**src/rtl/alu_share_ctrl.sv**
```systemverilog
// Shares one combinational 8-bit ALU between two requesters with round-robin grant and one tagged response.
// Optional feature: define ALU_SHARE_STATS_EN to add saturating stat_ops / stat_conflicts counters.
module alu_share_ctrl #(
  parameter int PRIO_INIT = 0,
  parameter int DATA_W    = 8
) (
  input  logic                  clk,
  input  logic                  rst,
  input  logic                  req0_valid,
  output logic                  req0_ready,
  input  logic [2:0]            req0_op,
  input  logic [DATA_W-1:0]     req0_a,
  input  logic [DATA_W-1:0]     req0_b,
  input  logic                  req0_cin,
  input  logic                  req0_bin,
  input  logic                  req1_valid,
  output logic                  req1_ready,
  input  logic [2:0]            req1_op,
  input  logic [DATA_W-1:0]     req1_a,
  input  logic [DATA_W-1:0]     req1_b,
  input  logic                  req1_cin,
  input  logic                  req1_bin,
  output logic [DATA_W-1:0]     alu_a,
  output logic [DATA_W-1:0]     alu_b,
  output logic                  alu_cin,
  output logic                  alu_bin,
  output logic [4:0]            alu_sel,
  input  logic [2*DATA_W-1:0]   alu_z,
  input  logic                  alu_carry,
  input  logic                  alu_overflow,
  input  logic                  alu_negative,
  input  logic                  alu_zero,
  output logic                  resp_valid,
  input  logic                  resp_ready,
  output logic                  resp_id,
  output logic [2*DATA_W-1:0]   resp_z,
  output logic [3:0]            resp_flags,
  output logic                  resp_err
`ifdef ALU_SHARE_STATS_EN
  ,
  output logic [15:0]           stat_ops,
  output logic [15:0]           stat_conflicts
`endif
);

  typedef enum logic [1:0] {S_IDLE, S_EXEC, S_CAPT, S_RESP} state_t;

  localparam logic [2:0] OP_ILLEGAL = 3'd7;

  state_t              state;
  state_t              state_nxt;
  logic                prio;
  logic                gnt_any;
  logic                gnt_id;
  logic                accept;
  logic [2:0]          sel_op;
  logic [DATA_W-1:0]   sel_a;
  logic [DATA_W-1:0]   sel_b;
  logic                sel_cin;
  logic                sel_bin;
  logic                id_p0;
  logic                err_p0;

  function automatic logic [4:0] enc_sel(input logic [2:0] op);
    case (op)
      3'd0:    enc_sel = 5'b00001;
      3'd1:    enc_sel = 5'b00010;
      3'd2:    enc_sel = 5'b00100;
      3'd3:    enc_sel = 5'b01000;
      3'd4:    enc_sel = 5'b10000;
      3'd5:    enc_sel = 5'b00000;
      3'd6:    enc_sel = 5'b00101;
      default: enc_sel = 5'b00000;
    endcase
  endfunction

`ifdef ALU_SHARE_STATS_EN
  function automatic logic [15:0] sat_inc(input logic [15:0] v);
    sat_inc = (v == 16'hFFFF) ? v : v + 16'd1;
  endfunction
`endif

  // A lone requester wins outright; on a tie the priority owner wins.
  always_comb begin
    gnt_id = prio;
    if (req0_valid && !req1_valid) begin
      gnt_id = 1'b0;
    end else if (!req0_valid && req1_valid) begin
      gnt_id = 1'b1;
    end
  end

  assign gnt_any = req0_valid | req1_valid;
  assign accept  = (state == S_IDLE) && gnt_any && !rst;

  always_comb begin
    sel_op  = req0_op;
    sel_a   = req0_a;
    sel_b   = req0_b;
    sel_cin = req0_cin;
    sel_bin = req0_bin;
    if (gnt_id) begin
      sel_op  = req1_op;
      sel_a   = req1_a;
      sel_b   = req1_b;
      sel_cin = req1_cin;
      sel_bin = req1_bin;
    end
  end

  always_ff @(posedge clk) begin
    if (rst) begin
      state <= S_IDLE;
    end else begin
      state <= state_nxt;
    end
  end

  always_comb begin
    state_nxt = state;
    case (state)
      S_IDLE:  if (gnt_any) state_nxt = S_EXEC;
      S_EXEC:  state_nxt = S_CAPT;
      S_CAPT:  state_nxt = S_RESP;
      S_RESP:  if (resp_ready) state_nxt = S_IDLE;
      default: state_nxt = S_IDLE;
    endcase
  end

  always_comb begin
    req0_ready = 1'b0;
    req1_ready = 1'b0;
    resp_valid = 1'b0;
    case (state)
      S_IDLE: begin
        req0_ready = !rst && gnt_any && !gnt_id;
        req1_ready = !rst && gnt_any && gnt_id;
      end
      S_RESP:  resp_valid = 1'b1;
      default: ;
    endcase
  end

  // Stage p0: operands registered toward the ALU on accept, held until the next accept.
  always_ff @(posedge clk) begin
    if (rst) begin
      prio    <= 1'(PRIO_INIT);
      id_p0   <= 1'b0;
      err_p0  <= 1'b0;
      alu_a   <= '0;
      alu_b   <= '0;
      alu_cin <= 1'b0;
      alu_bin <= 1'b0;
      alu_sel <= 5'b00000;
    end else if (accept) begin
      prio    <= ~gnt_id;
      id_p0   <= gnt_id;
      err_p0  <= (sel_op == OP_ILLEGAL);
      alu_a   <= sel_a;
      alu_b   <= sel_b;
      alu_cin <= sel_cin;
      alu_bin <= sel_bin;
      alu_sel <= enc_sel(sel_op);
    end
  end

  // Stage p1: the ALU has settled for a full cycle; capture result at the end of CAPT.
  always_ff @(posedge clk) begin
    if (rst) begin
      resp_id    <= 1'b0;
      resp_z     <= '0;
      resp_flags <= 4'b0000;
      resp_err   <= 1'b0;
    end else if (state == S_CAPT) begin
      resp_id    <= id_p0;
      resp_err   <= err_p0;
      resp_z     <= err_p0 ? '0 : alu_z;
      resp_flags <= err_p0 ? 4'b0000 : {alu_carry, alu_overflow, alu_negative, alu_zero};
    end
  end

`ifdef ALU_SHARE_STATS_EN
  always_ff @(posedge clk) begin
    if (rst) begin
      stat_ops       <= 16'd0;
      stat_conflicts <= 16'd0;
    end else begin
      if (resp_valid && resp_ready) stat_ops <= sat_inc(stat_ops);
      if ((state == S_IDLE) && req0_valid && req1_valid) stat_conflicts <= sat_inc(stat_conflicts);
    end
  end
`endif

  a_one_grant: assert property (@(posedge clk) disable iff (rst) !(req0_ready && req1_ready));
  a_resp_hold: assert property (@(posedge clk) disable iff (rst)
                 (resp_valid && !resp_ready) |=> (resp_valid && $stable(resp_z) && $stable(resp_id)));

endmodule

```
**config.mk**
```make
export PLATFORM = sky130hd
export DESIGN_NAME = alu_share_ctrl
export DESIGN_NICKNAME = d
export VERILOG_FILES = /design/src/rtl/alu_share_ctrl.sv
export SDC_FILE = /design/constraint.sdc
export NUM_CORES = 1
export LEC_CHECK = 0
export CORE_AREA = 2 2 79 81
export CTS_BUF_LIST = sky130_fd_sc_hd__clkbuf_8
export DETAILED_ROUTE_END_ITERATION = 10
export DIE_AREA = 0 0 81 83
export PLACE_DENSITY = 0.77
export SLEW_MARGIN = 10
export SYNTH_ARGS = -nofsm -noshare
export SYNTH_HDL_FRONTEND = slang
export SYNTH_SLANG_ARGS = --single-unit
```
**constraint.sdc**
```tcl
create_clock -name clk -period 1.7 [get_ports clk]
set_input_delay 0.17 -clock clk [delete_from_list [all_inputs] [get_ports clk]]
set_output_delay 0.17 -clock clk [all_outputs]
set_load 0.02 [all_outputs]
```
==> run_summary.xml <==
<?xml version="1.0" encoding="UTF-8"?>
<metrics>
  <group name="status">
    <metric name="run_status" unit="">finished clean</metric>
  </group>
  <group name="grt">
    <metric name="maximum_number_of_pins_on_one_net_before_global_route_repair" unit="">29</metric>
    <metric name="global_route.overflow_total" unit="">0</metric>
    <metric name="via_count_of_the_first_global_routing_pass" unit="">1867</metric>
    <metric name="first_pass_grt_wire_length" unit="um">8390</metric>
    <metric name="grt_use_total" unit="%">15.78</metric>
    <metric name="antenna_violations_before_repair" unit="">0</metric>
  </group>
  <group name="final_layout">
    <metric name="final_net_count" unit="">414</metric>
    <metric name="final_layout_size_suffix_gt1_share" unit="%">11.30</metric>
    <metric name="fillers" unit="">522</metric>
    <metric name="synthToLayoutAreaGrowth" unit="%">71.91</metric>
    <metric name="ff_latch_area" unit="um^2">1001</metric>
    <metric name="multi_input_gate_area" unit="um^2">1005</metric>
    <metric name="antennaDiodeCount" unit="">0</metric>
  </group>
  <group name="logic_synthesis">
    <metric name="synthesis.yosys.warnings" unit="">0</metric>
    <metric name="synth_ff_type" unit="">sky130_fd_sc_hd__dfxtp_1</metric>
    <metric name="synth_top_area_share" unit="%">48.75</metric>
    <metric name="synth_area_per_cell" unit="um^2">9.291</metric>
    <metric name="post_synth_main_area_contributors" unit="">sky130_fd_sc_hd__dfxtp_1 (49%), sky130_fd_sc_hd__mux2i_1 (8.8%), sky130_fd_sc_hd__nor2_1 (8.6%)</metric>
    <metric name="synthesized_flop_and_latch_total" unit="">50</metric>
    <metric name="syn_nets" unit="">291</metric>
    <metric name="yosysSeqAreaShare" unit="%">48.75</metric>
    <metric name="postSynthCellCount" unit="">221</metric>
    <metric name="edff_count_synth" unit="">0</metric>
    <metric name="synth.lib_cells_used.distinct" unit="">27</metric>
    <metric name="cell_type_with_the_largest_total_area_after_synthesis" unit="">sky130_fd_sc_hd__dfxtp_1</metric>
    <metric name="netlist_area" unit="um^2">2053</metric>
    <metric name="async_reset_ff_share" unit="%">0</metric>
  </group>
  <group name="pwr">
    <metric name="irDropWorstVdd" unit="V">0.0005751</metric>
    <metric name="power_internal" unit="uW">2833</metric>
    <metric name="ratio_of_total_power_to_cell_area" unit="nW/um^2">1264</metric>
    <metric name="totalPowerFinal" unit="uW">4461</metric>
    <metric name="power_frac_clock" unit="%">16.1</metric>
    <metric name="cellLeakagePower" unit="uW">0.001396</metric>
    <metric name="p_switching" unit="uW">1628</metric>
    <metric name="swShare" unit="%">36.50</metric>
    <metric name="power.share.sequential" unit="%">34.8</metric>
    <metric name="comb_power_share" unit="%">49.1</metric>
  </group>
  <group name="clock_network">
    <metric name="tritoncts_clock_tree" unit="">done</metric>
    <metric name="cts-buffers-inserted" unit="">5</metric>
    <metric name="h-tree-depth" unit="">2</metric>
    <metric name="max-clock-path-buffers" unit="">2</metric>
    <metric name="clk-insertion-delay-late" unit="ns">0.30</metric>
    <metric name="root_buffer" unit="">sky130_fd_sc_hd__clkbuf_8</metric>
    <metric name="postCtsHoldBufs" unit="">0</metric>
    <metric name="numClockSinks" unit="">50</metric>
    <metric name="worst_path_clk_slew" unit="ns">0.10</metric>
  </group>
  <group name="run">
    <metric name="max_cap_viol_count" unit="">0</metric>
  </group>
  <group name="drt">
    <metric name="post_drt_wl_per_cell" unit="um">13.23</metric>
    <metric name="number_of_iterations_in_the_first_detailed_routing_pass" unit="">4</metric>
    <metric name="final_antenna_net_count" unit="">0</metric>
    <metric name="vias" unit="">2007</metric>
    <metric name="avgViaCountPerCell" unit="">4.779</metric>
    <metric name="detail_route.drc_violations" unit="">0</metric>
    <metric name="first_iter_violations" unit="">57</metric>
    <metric name="drt-total-wl" unit="um">5558</metric>
  </group>
  <group name="placement">
    <metric name="routabilityCongestion" unit="">0.7312</metric>
    <metric name="place_hpwl" unit="um">4103</metric>
    <metric name="buffer_ports.inserted" unit="">114</metric>
  </group>
  <group name="timing">
    <metric name="report.final.setup_viol" unit="">0</metric>
    <metric name="period_needed" unit="ns">1.627</metric>
    <metric name="clock_skew" unit="ns">0.006875</metric>
    <metric name="final.hold.worst_slack" unit="ns">0.1602</metric>
    <metric name="period_share" unit="%">95.71</metric>
    <metric name="worst-slew-pin-transition" unit="ns">0.3553</metric>
    <metric name="fmax" unit="MHz">614.6</metric>
    <metric name="report.final.hold_viol_count" unit="">0</metric>
    <metric name="max-slew-margin-rel" unit="%">76.13</metric>
    <metric name="timing.final.max_slew_violations" unit="">0</metric>
  </group>
  <group name="floorplan">
    <metric name="floorplan.initialDensity" unit="%">35.31</metric>
    <metric name="dieWidth" unit="um">81</metric>
    <metric name="ioPinCount" unit="">115</metric>
    <metric name="floorplan.die_area" unit="um^2">6723</metric>
    <metric name="coreArea" unit="um^2">5816</metric>
    <metric name="die_h" unit="um">83</metric>
    <metric name="rows" unit="">28</metric>
  </group>
  <group name="setup_path">
    <metric name="required" unit="ns">1.91</metric>
    <metric name="end_kind" unit="">flop</metric>
    <metric name="critical_path.slowest_cell" unit="">sky130_fd_sc_hd__dfxtp_1</metric>
    <metric name="critical_path.cell_chain" unit="">maj3_2, buf_6, mux2_4, xor2_1, a32o_1</metric>
    <metric name="critical_path_class" unit="">flop to flop</metric>
    <metric name="crit_path_max_fanout" unit="">4</metric>
    <metric name="timing.critical_path.arrival" unit="ns">1.84</metric>
    <metric name="critical_path.max_stage_delay" unit="ns">0.33</metric>
    <metric name="cp-start-kind" unit="">flop</metric>
  </group>
  <group name="min_path">
    <metric name="timing.hold.worst.class" unit="">input port to flop</metric>
  </group>
</metrics>
-- cell usage in the layout, fill, tap and decap left out, drive strengths merged, types with 4 or more instances in the layout --
cell type and n:
clkdlybuf4s50 108, a21oi 23, clkbuf 7, inv 6, buf 18, nor2 47
a211oi 14, dfxtp 50, a222oi 4, nor2b 22, nor3 4, mux2i 19
-- synth_stat cells (all sizes together) (2+ instances only) --
cell	instances
a211oi	14
buf	5
a222oi	4
inv	5
nor2b	22
mux2i	19
dfxtp	50
clkbuf	11
nor3	4
a21oi	23
a22o	2
nor2	47
ha	3
a32o	3
-- worst paths after layout --
path | cells past startpoint | from | slack [ns] | end
max | 5 | prio | 0.07 | alu_sel[0]
max reg2reg | 5 | prio | 0.07 | alu_sel[0]
min reg2reg | 1 | id_p0 | 0.47 | id_p0
min | 2 | rst | 0.16 | prio
-- cells by family after synthesis --
| family | share of synthesized area, % |
|---|---|
| flops | 48.75 |
| simple gates | 17.43 |
| xor+xnor | 0.4266 |
| fa+ha+maj | 2.377 |
| buf+inv | 4.265 |
| mux | 10.60 |
| compound gates | 16.15 |
-- flip-flops by register name, summed over array words and instances (netlist names) --
name and cells:
alu_bin 1, alu_sel 5, err_p0 1, resp_err 1, resp_id 1, id_p0 1
alu_a 8, state 2, alu_cin 1, prio 1, resp_z 16, resp_flags 4
alu_b 8
-- area by class of cell --
class	count	area share [%]
Clock inverter	3	0.7090
Sequential cell	50	28.36
Tap cell	75	2.659
Multi-Input combinational cell	150	28.46
Clock buffer	5	1.950
Timing Repair Buffer	132	37.33
Inverter	5	0.5317
-- routing by layer --
layer / up-vias / share of wire (%) / wire length (um) / GRT usage, %
met3: 7 / 12 / 645 / 8.152
met1: 900 / 41 / 2265 / 16.96
li1: 1009 / - / - / -
met5: - / 0 / 0 / 0
met2: 91 / 46 / 2581 / 26.82
met4: 0 / 1.2 / 66 / 4.160
-- per-stage QoR --
step / TNS [ns] / setup WS, ns / utilization [%] / instances / area (um^2)
2_1_floorplan: 0 / 0.06745 / - / 221 / 2053
3_3_place_gp: -3.768 / -0.3261 / 57.47 / 409 / 3342
3_5_place_dp: -4.532 / -0.3675 / 57.47 / 409 / 3342
4_1_cts: 0 / 0.005452 / 59.06 / 417 / 3435
5_1_grt: -0.04820 / -0.04820 / 60.69 / 420 / 3530
6_report: 0 / 0.07291 / 60.69 / 420 / 3530
-- worst max-delay path: cells and delay by family, from the launching register on --
kind / cells / cell delay, ns
buffers and inverters: 1 / 0.15
AO/OA/AOI/OAI: 1 / 0.25
flip-flops: 1 / 0.33
multiplexers: 1 / 0.32
XOR/XNOR: 1 / 0.15
adder cells (fa/ha/maj): 1 / 0.33
-- repair_timing --
action	in CTS	in global routing
setup endpoints to repair	6	15
buffers inserted	0	1
gates cloned	0	2
gates resized for setup	10	9
pin swaps	1	2
-- power by group through the flow --
stage,Sequential [uW],Clock [uW],Combinational [uW]
floorplan,1820,0,889
global placement,1570,0,2000
detailed placement,1570,0,2030
CTS,1550,745,2040
global route,1580,781,2380
finish,1550,717,2190
No activity file was read; power rests on OpenSTA's default activity.
